==> src/rtl/assoc_cache_ctrl.sv <==
// N-way set-associative cache controller: byte-wide CPU port, line-wide memory port,
// true-LRU replacement and run-time write-back / write-through selection.
module assoc_cache_ctrl #(
    parameter int ADDR_W      = 10,
    parameter int BLOCK_BYTES = 16,
    parameter int SETS        = 2,
    parameter int WAYS        = 2
) (
    input  logic                     clk,
    input  logic                     rst_n,
    input  logic                     wb_mode,
    input  logic                     cpu_req,
    input  logic                     cpu_rw,
    input  logic [ADDR_W-1:0]        cpu_addr,
    input  logic [7:0]               cpu_wdata,
    output logic [7:0]               cpu_rdata,
    output logic                     cpu_ready,
    output logic                     cpu_hit,
    output logic                     mem_req,
    output logic                     mem_rw,
    output logic [ADDR_W-1:0]        mem_addr,
    output logic [BLOCK_BYTES*8-1:0] mem_wdata,
    input  logic [BLOCK_BYTES*8-1:0] mem_rdata,
    input  logic                     mem_ready
);
    localparam int OFF_W  = $clog2(BLOCK_BYTES);
    localparam int IDX_W  = $clog2(SETS);
    localparam int TAG_W  = ADDR_W - OFF_W - IDX_W;
    localparam int LINE_W = BLOCK_BYTES * 8;
    localparam int WAY_W  = (WAYS > 1) ? $clog2(WAYS) : 1;
    localparam int AGE_W  = WAY_W;

    typedef enum logic [2:0] {
        S_IDLE, S_LOOKUP, S_WRITEBACK, S_REFILL, S_WTHRU, S_RESPOND
    } state_t;

    state_t            state_q, state_d;
    logic              rw_q, rw_d;
    logic [ADDR_W-1:0] addr_q, addr_d;
    logic [7:0]        wdata_q, wdata_d;
    logic              hit_q, hit_d;
    logic [WAY_W-1:0]  way_q, way_d;
    logic              fresh_q, fresh_d;

    logic [WAYS-1:0]   valid_q [SETS];
    logic [WAYS-1:0]   valid_d [SETS];
    logic [WAYS-1:0]   dirty_q [SETS];
    logic [WAYS-1:0]   dirty_d [SETS];
    logic [AGE_W-1:0]  age_q   [SETS][WAYS];
    logic [AGE_W-1:0]  age_d   [SETS][WAYS];

    logic [LINE_W-1:0] data_q  [SETS][WAYS];
    logic [TAG_W-1:0]  tag_q   [SETS][WAYS];

    logic              data_we, tag_we;
    logic [WAY_W-1:0]  data_way;
    logic [LINE_W-1:0] data_line;

    logic [TAG_W-1:0]  req_tag;
    logic [IDX_W-1:0]  req_idx;
    logic [OFF_W-1:0]  req_off;
    logic [LINE_W-1:0] cur_line;

    logic              lk_hit;
    logic [WAY_W-1:0]  lk_way;
    logic              vic_found;
    logic [WAY_W-1:0]  vic_way;
    logic [AGE_W-1:0]  max_age;
    logic [AGE_W-1:0]  acc_age;

    assign req_tag  = addr_q[ADDR_W-1 -: TAG_W];
    assign req_idx  = addr_q[OFF_W +: IDX_W];
    assign req_off  = addr_q[OFF_W-1:0];
    assign cur_line = data_q[req_idx][way_q];

    // Byte k of a line sits at the big-endian position (byte 0 in the MSBs).
    function automatic logic [LINE_W-1:0] merge_byte(input logic [LINE_W-1:0] line,
                                                     input logic [OFF_W-1:0]  off,
                                                     input logic [7:0]        b);
        int sh;
        sh = 8 * (BLOCK_BYTES - 1 - int'(off));
        return (line & ~({{(LINE_W-8){1'b0}}, 8'hFF} << sh)) |
               ({{(LINE_W-8){1'b0}}, b} << sh);
    endfunction

    function automatic logic [7:0] pick_byte(input logic [LINE_W-1:0] line,
                                             input logic [OFF_W-1:0]  off);
        logic [LINE_W-1:0] tmp;
        tmp = line >> (8 * (BLOCK_BYTES - 1 - int'(off)));
        return tmp[7:0];
    endfunction

    always_comb begin
        lk_hit    = 1'b0;
        lk_way    = '0;
        vic_found = 1'b0;
        vic_way   = '0;
        max_age   = age_q[req_idx][0];
        for (int unsigned w = 0; w < WAYS; w++) begin
            if (!lk_hit && valid_q[req_idx][w] && tag_q[req_idx][w] == req_tag) begin
                lk_hit = 1'b1;
                lk_way = WAY_W'(w);
            end
            if (!vic_found && !valid_q[req_idx][w]) begin
                vic_found = 1'b1;
                vic_way   = WAY_W'(w);
            end
        end
        if (!vic_found) begin
            for (int unsigned w = 1; w < WAYS; w++) begin
                if (age_q[req_idx][w] > max_age) begin
                    max_age = age_q[req_idx][w];
                    vic_way = WAY_W'(w);
                end
            end
        end
    end

    always_comb begin
        state_d   = state_q;
        rw_d      = rw_q;
        addr_d    = addr_q;
        wdata_d   = wdata_q;
        hit_d     = hit_q;
        way_d     = way_q;
        fresh_d   = fresh_q;
        valid_d   = valid_q;
        dirty_d   = dirty_q;
        age_d     = age_q;
        data_we   = 1'b0;
        tag_we    = 1'b0;
        data_way  = way_q;
        data_line = cur_line;
        acc_age   = '0;

        case (state_q)
            S_IDLE: begin
                if (cpu_req) begin
                    rw_d    = cpu_rw;
                    addr_d  = cpu_addr;
                    wdata_d = cpu_wdata;
                    state_d = S_LOOKUP;
                end
            end
            S_LOOKUP: begin
                hit_d = lk_hit;
                if (lk_hit) begin
                    way_d   = lk_way;
                    fresh_d = 1'b0;
                    state_d = S_RESPOND;
                    if (rw_q) begin
                        data_we   = 1'b1;
                        data_way  = lk_way;
                        data_line = merge_byte(data_q[req_idx][lk_way], req_off, wdata_q);
                        if (wb_mode) dirty_d[req_idx][lk_way] = 1'b1;
                        else         state_d = S_WTHRU;
                    end
                end else begin
                    way_d   = vic_way;
                    fresh_d = vic_found;
                    if (!vic_found && dirty_q[req_idx][vic_way]) state_d = S_WRITEBACK;
                    else                                          state_d = S_REFILL;
                end
            end
            S_WRITEBACK: begin
                if (mem_ready) state_d = S_REFILL;
            end
            S_REFILL: begin
                if (mem_ready) begin
                    data_we   = 1'b1;
                    tag_we    = 1'b1;
                    data_line = rw_q ? merge_byte(mem_rdata, req_off, wdata_q) : mem_rdata;
                    valid_d[req_idx][way_q] = 1'b1;
                    dirty_d[req_idx][way_q] = rw_q && wb_mode;
                    state_d = (rw_q && !wb_mode) ? S_WTHRU : S_RESPOND;
                end
            end
            S_WTHRU: begin
                if (mem_ready) state_d = S_RESPOND;
            end
            S_RESPOND: begin
                // A way filled from invalid is treated as oldest so ages stay a permutation
                // once the set is full, even though reset clears every age to zero.
                if (WAYS > 1) begin
                    acc_age = fresh_q ? '1 : age_q[req_idx][way_q];
                    for (int unsigned w = 0; w < WAYS; w++) begin
                        if (WAY_W'(w) == way_q)
                            age_d[req_idx][w] = '0;
                        else if (age_q[req_idx][w] < acc_age)
                            age_d[req_idx][w] = age_q[req_idx][w] + 1'b1;
                    end
                end
                state_d = S_IDLE;
            end
            default: state_d = S_IDLE;
        endcase
    end

    always_comb begin
        cpu_ready = (state_q == S_RESPOND);
        cpu_hit   = cpu_ready && hit_q;
        cpu_rdata = '0;
        if (cpu_ready) cpu_rdata = rw_q ? wdata_q : pick_byte(cur_line, req_off);
        mem_req   = 1'b0;
        mem_rw    = 1'b0;
        mem_addr  = '0;
        mem_wdata = '0;
        case (state_q)
            S_WRITEBACK: begin
                mem_req   = 1'b1;
                mem_rw    = 1'b1;
                mem_addr  = {tag_q[req_idx][way_q], req_idx, {OFF_W{1'b0}}};
                mem_wdata = cur_line;
            end
            S_REFILL: begin
                mem_req  = 1'b1;
                mem_addr = {req_tag, req_idx, {OFF_W{1'b0}}};
            end
            S_WTHRU: begin
                mem_req   = 1'b1;
                mem_rw    = 1'b1;
                mem_addr  = {req_tag, req_idx, {OFF_W{1'b0}}};
                mem_wdata = cur_line;
            end
            default: ;
        endcase
    end

    always_ff @(posedge clk or negedge rst_n) begin
        if (!rst_n) begin
            state_q <= S_IDLE;
            rw_q    <= 1'b0;
            addr_q  <= '0;
            wdata_q <= '0;
            hit_q   <= 1'b0;
            way_q   <= '0;
            fresh_q <= 1'b0;
            for (int unsigned s = 0; s < SETS; s++) begin
                valid_q[s] <= '0;
                dirty_q[s] <= '0;
                for (int unsigned w = 0; w < WAYS; w++) age_q[s][w] <= '0;
            end
        end else begin
            state_q <= state_d;
            rw_q    <= rw_d;
            addr_q  <= addr_d;
            wdata_q <= wdata_d;
            hit_q   <= hit_d;
            way_q   <= way_d;
            fresh_q <= fresh_d;
            valid_q <= valid_d;
            dirty_q <= dirty_d;
            age_q   <= age_d;
        end
    end

    always_ff @(posedge clk) begin
        if (data_we) data_q[req_idx][data_way] <= data_line;
        if (tag_we)  tag_q[req_idx][data_way]  <= req_tag;
    end

endmodule

==> config.mk <==
export PLATFORM = sky130hd
export DESIGN_NAME = assoc_cache_ctrl
export DESIGN_NICKNAME = d
export VERILOG_FILES = /design/src/rtl/assoc_cache_ctrl.sv
export SDC_FILE = /design/constraint.sdc
export NUM_CORES = 1
export LEC_CHECK = 0
export BUFFER_PORTS_ARGS = -buffer_cell sky130_fd_sc_hd__buf_2
export CAP_MARGIN = 20
export CORE_ASPECT_RATIO = 1.25
export CORE_UTILIZATION = 30
export DETAILED_ROUTE_END_ITERATION = 7
export PLACE_DENSITY = 0.47
export SETUP_SLACK_MARGIN = 0.4
export SLEW_MARGIN = 0
export SYNTH_ARGS = -nofsm -noshare
export SYNTH_HDL_FRONTEND = slang
export SYNTH_SLANG_ARGS = --single-unit
==> constraint.sdc <==
create_clock -name clk -period 14.7 [get_ports clk]
set_input_delay 0 -clock clk [delete_from_list [all_inputs] [get_ports clk]]
set_output_delay 0 -clock clk [all_outputs]
set_load 0.005 [all_outputs]
# ---- Word-level counts from Yosys, hierarchy flattened
# Memories as Yosys holds them, arrays and structs flattened.
# Cells that the tools add are included.
dict set report word_totals {
  ff_bits 37
  ramBits 532
  output_inout_bits 150
  word_cells 187
  mem_count 2
}
dict set report classes {
  add_sub_neg 3
  magnitude_cmp 14
  n_eq_ne 14
  shifts 3
  muxes 96
  bitwise 15
  reduce_logical 25
}
# name depth word_bits rd rd_ports_with_merged_regs wr line
set memory_table {}
lappend memory_table {data_q 2 256 1 0 1 52} ;# logic [LINE_W-1:0] data_q [SETS][WAYS];
lappend memory_table {tag_q 2 10 1 0 1 53} ;# logic [TAG_W-1:0] tag_q [SETS][WAYS];
# operator count
set ops {}
lappend ops {{two-way mux 128 bit} 12}
lappend ops {{AND 128 bit} 2}
lappend ops {{two-way mux 256 bit} 1}
lappend ops {{bitwise OR 128 bit} 2}
lappend ops {{one-hot mux 128 bit (2 select lines)} 1}
lappend ops {{demux 128 bit (select 1 bit)} 1}
lappend ops {{NOT 128 bit} 1}
lappend ops {{left shift 8 x 32 -> 128 bit} 1}
lappend ops {{left shift 8 x 32 -> 128 bit, first input constant} 1}
lappend ops {{right shift 128 x 32 -> 8 bit} 1}
lappend ops {{two-way mux 4 bit} 9}
lappend ops {{two-way mux 1 bit} 34}
lappend ops {{two-way mux 2 bit} 12}
lappend ops {{two-way mux 5 bit} 4}
lappend ops {{one-hot mux 10 bit (2 select lines)} 1}
lappend ops {{two-way mux 8 bit} 2}
lappend ops {{two-way mux 3 bit} 5}
lappend ops {{one-hot mux 3 bit (5 select lines)} 1}
lappend ops {{!= test 2 bit, second input constant} 7}
lappend ops {{bitwise mux 4 bit} 3}
lappend ops {{logical AND 1 bit} 12}
lappend ops {{== test 5 bit} 2}
lappend ops {{two-way mux 10 bit} 1}
lappend ops {{AND 4 bit} 2}
lappend ops {{other kinds (27)} 52}

# ---- Depth between registers and ports, before layout
dict set report depth {
  ltp_word 21
  mapped_depth 13
  ltp_nobuf 7
}

# ---- Least setup slack after synthesis
# No wires, ideal clock.
dict set report synth_timing {
  path_kind {register to register}
  startpoint {reg addr_q[6]}
  endpoint {mem data_q[0][0] in the netlist's numbering (enable)}
  setup_ps 771
  t_arrival_ps 10719
  slack_ps 3209
  stages_incl_launch_ff 9
  cell_sequence {dfrtp_1 > clkbuf_1 > xor2_1 > o32ai_1 > and2_1 > o2bb2ai_1 > buf_2 > o21ai_0 > nor3_1}
}
dict set report synth_between {
  elab_chain_len 16
  word_cells_on_any_way 22
  cone_classes {order compare (2); eq/ne (2); mux (12); bitwise (1); reduce/logical (5)}
}
# element line
set synth_lines {}
lappend synth_lines {{from (decl)} 39} ;# logic [ADDR_W-1:0] addr_q, addr_d;
lappend synth_lines {{from (signal assigned)} 246} ;# addr_q <= addr_d;
lappend synth_lines {{== test 5 bit} 100} ;# if (!lk_hit && valid_q[req_idx][w] && tag_q[req_idx][w] == req_tag) begin
lappend synth_lines {{logical AND 1 bit} 100}
lappend synth_lines {{two-way mux 1 bit} 100}
lappend synth_lines {{logical NOT 1 bit} 100}
lappend synth_lines {{logical AND 1 bit (2 in a row)} 100}
lappend synth_lines {{two-way mux 1 bit} 100}
lappend synth_lines {{two-way mux 1 bit} 151} ;# if (rw_q) begin
lappend synth_lines {{two-way mux 1 bit} 147} ;# if (lk_hit) begin
lappend synth_lines {{two-way mux 1 bit} 136} ;# case (state_q)
lappend synth_lines {{NOT 1 -> 2 bit (not written as such)} 258} ;# if (data_we) data_q[req_idx][data_way] <= data_line;
lappend synth_lines {{>= comparator 2 bit (not written as such) / less-than comparator 2 x 1 -> 1 bit (equally long branches)} 258}
lappend synth_lines {{logical AND 1 bit (not written as such)} 258}
lappend synth_lines {{two-way mux 128 bit (not written as such)} 258}
lappend synth_lines {{demux 128 bit (select 1 bit)} 258}
lappend synth_lines {{two-way mux 256 bit (not written as such) (*)} 258}
lappend synth_lines {{to (decl)} 52}
# Mark *: on every way between the ends. The rest lies on a longest branch, timed or not.

# ---- Final worst setup path
dict set report layout_timing {
  startpoint {reg addr_q[4]}
  endpoint {mem data_q[1][91] in the netlist's numbering (data pin)}
}
dict set report layout_between {
  elab_chain_len 19
  word_cells_on_any_way 28
  cone_classes {eq/ne (2); mux (16); bitwise (4); reduce/logical (4); memory (2)}
}
# element line
set layout_lines {}
lappend layout_lines {{branches (longest 18 deep; another with memory (2 x 10 bit))} --}
lappend layout_lines {{one-hot mux 128 bit (2 select lines) (*)} 136}
lappend layout_lines {{via data_line[91]} 57} ;# logic [LINE_W-1:0] data_line;
# Mark *: on every way through the listed nets, which the timed path passes. The select of a mux whose other input is x is not followed.

==> flow_summary.yaml <==
logic_synthesis:
  synth_seq_cells: 569
  synthXorXnorAreaFrac: 0.002486
  synth.most_common_cell: "edfxtp_1"
  ys_types: 72
  netlist_area_um2: 35240
  yosys-top-cells-count: "532 x edfxtp_1, 293 x mux2i_1, 270 x nand2_1"
  synth_seq_area_share: 0.4796
  synth_top_area_cell: "edfxtp_1"
  synth_cells: 2978
  synth_area_per_cell_um2: 11.83
  synth_simple_gate_area_frac: 0.08799
  synth_top_family_by_area: "multiplexers"
  ys_warn_count: 0
  synth_area_leaders: "edfxtp_1 45%, mux4_2 10%, mux2i_1 8.3%"
  yosysTopAreaCellShare: 0.4534
  yosys_most_used_dff: "edfxtp_1"
  synth_compound_area_frac: 0.1612
  synth_mux_area_frac: 0.2267
  synthAdderAreaFrac: 0
  ys_async_sr_fraction: 0.06503
  synth_edf_count: 532
floorplanning:
  io_pins: 302
  core_area_um2: 116500
  initial_core_util: 0.3025
  placement_rows: 140
  die-area_um2: 118800
  fp.dieW_um: 308.5
  fp.dieH_um: 385.2
hold_path:
  hold_class: "input pin to register"
drt:
  drcViolationCount: 0
  drt-initial-drc-count: 3382
  wl_mm: 151.2
  routedWlPerCell_um: 31.34
  dr.pass1.iters: 6
  wl_met3_mm: 13.66
  top_layer: "met5"
  ant_nets: 0
  wl_met1_mm: 61.97
  wl_met2_mm: 69.76
  vias: 28880
  viasPerCell: 5.986
clocking:
  h-tree-depth: 3
  cts_made_buffers: 70
  cts_resized: 0
  tritoncts: "yes"
  insertion_delay_ps: 650
  ctsRootBufferMaster: "clkbuf_16"
  ctsLongestPathBuffers: 3
  cts_sinks: 569
  clk_pin_slew_ps: 60
final_layout:
  multi_input_area_um2: 17040
  stdcell_count: 4824
  nFillCells: 11480
  finish.utilization: 0.3540
  drive_gt1_frac: 0.2461
  final-seq-area_um2: 16930
  area_growth_pct: 17.02
  fin_nets: 3358
  post-route-cell-area_um2: 41240
critical_path:
  r2r-start: "addr_q[4]"
  cp.required_ps: 15080
  critPathCapture: "data_q[1][91]"
  endpoint_kind: "register"
  crit_arrival_ps: 6370
  r2r_cells: 10
  r2r_setup_slack_ps: 8710
  worstPathMaxFanout: 127
  startpoint: "addr_q[4]"
  critPathLaunchType: "register"
  r2r_end: "data_q[1][91]"
  worstSetupPathType: "register to register"
sta:
  setup_ws_ps: 8706
  hold_viol_final: 4
  setup_tns_ps: 0
  setup_viol: 0
  period_needed_ps: 5994
  min_period_over_period: 0.4078
  rsz0062_at_grt: "false"
  finClkSkew_ps: 38.08
  max-slew-margin-rel: 0.2351
  clock.fmax_ghz: 0.1668
  fin_hold_ws_ps: -4.795
  tightest_slew_ps: 1147
  drv_slew: 0
placement:
  place_area_um2: 38110
  place_congestion: 0.8396
  dp_hpwl_mm: 91.58
  pre_cts_ws_ps: 8647
  numPortBuffers: 297
  dp_cells: 4594
grt:
  grt_max_degree: 129
  track_usage: 0.2490
  gr-total-overflow: 0
  grt_antenna_before_repair: 12
  grt_pass1_wl_mm: 213.1
  grt_pass1_vias: 28080
run_status:
  failed_checks: "hold timing"
  outcome: "finished, violations left"
power:
  p_total_mw: 10.38
  ir_drop_uv: 253.9
  pwr_density_cell_nw_per_um2: 251.6
  leakage_nw: 13.93
job:
  cap_viol_max_count: 0
==> metal layers <==
layer	vias to the layer above	track usage
met5	-	0
met4	10	0.09342
met3	242	0.04629
met2	1621	0.3940
met1	14720	0.3371
li1	12290	-
==> area by class of cell <==
class	count	area share
Sequential cell	569	0.4104
Clock buffer	95	0.04576
Tap cell	1562	0.04739
Clock inverter	30	0.005098
Inverter	13	0.001244
Timing Repair Buffer	470	0.07677
Antenna cell	3	0.0001821
Multi-Input combinational cell	2082	0.4131
==> sequential cells by signal (all words and copies together) (netlist names) <==
register / cells
addr_q: 10
age_q: 4
data_q: 512
dirty_q: 4
fresh_q: 1
hit_q: 1
rw_q: 1
state_q: 3
tag_q: 20
valid_q: 4
way_q: 1
wdata_q: 8
==> worst min-delay path by stage <==
stage,endpoint,slack (ps),start,depth (start not counted)
2_1_floorplan,addr_q[0],-300,rst_n,0
3_3_place_gp,wdata_q[4],220,cpu_wdata[4],3
3_5_place_dp,wdata_q[4],220,cpu_wdata[4],3
4_1_cts,data_q[1][20],2,mem_rdata[20],4
5_1_grt,data_q[1][144],40,mem_rdata[16],4
6_report,data_q[1][20],-5,mem_rdata[20],4
==> where the power goes <==
group,internal [mW],switching (mW)
combinational,1.82,3.88
clock,0.935,0.705
sequential,2.70,0.333
==> cell usage in the layout, fill, tap and decap left out, types with 21 or more instances in the layout <==
cell type      count
mux2i_1          293
edfxtp_1         532
dfrtp_1           24
a22oi_1          123
o21ai_0          199
buf_4             61
o211ai_1         122
a21oi_1           80
o21ai_1           63
a21boi_0          37
clkbuf_1          22
and2_1           133
o41ai_1           37
buf_2            297
a211oi_1          92
mux4_2           157
nand2_1          270
mux2_2           135
nor2_1            43
dlygate4sd3_1    102
clkbuf_16         71
nor4_1            89
nand3_1           21
==> critical path, cell delays in order, from the launching register on <==
cell,delay (ps)
dfrtp_4,870
buf_4,680
inv_1,130
o211a_1,180
o2111ai_4,220
buf_12,620
or2_4,660
buf_4,650
buf_4,800
mux4_2,410
a221o_1,360
==> logic make-up after synthesis <==
kind of cell / Yosys count
AO/OA/AOI/OAI: 853
other: 1
AND/OR/NAND/NOR: 630
multiplexers: 585
flip-flops: 569
XOR/XNOR: 10
buffers and inverters: 330
==> timing repair <==
| action | 4_1_cts | 5_1_grt |
|---|---|---|
| hold buffers | 102 | 0 |
| endpoints found under the hold margin | 369 | 0 |
| setup buffers | 0 | 0 |
Note: power is estimated with default switching activity, not from simulation.
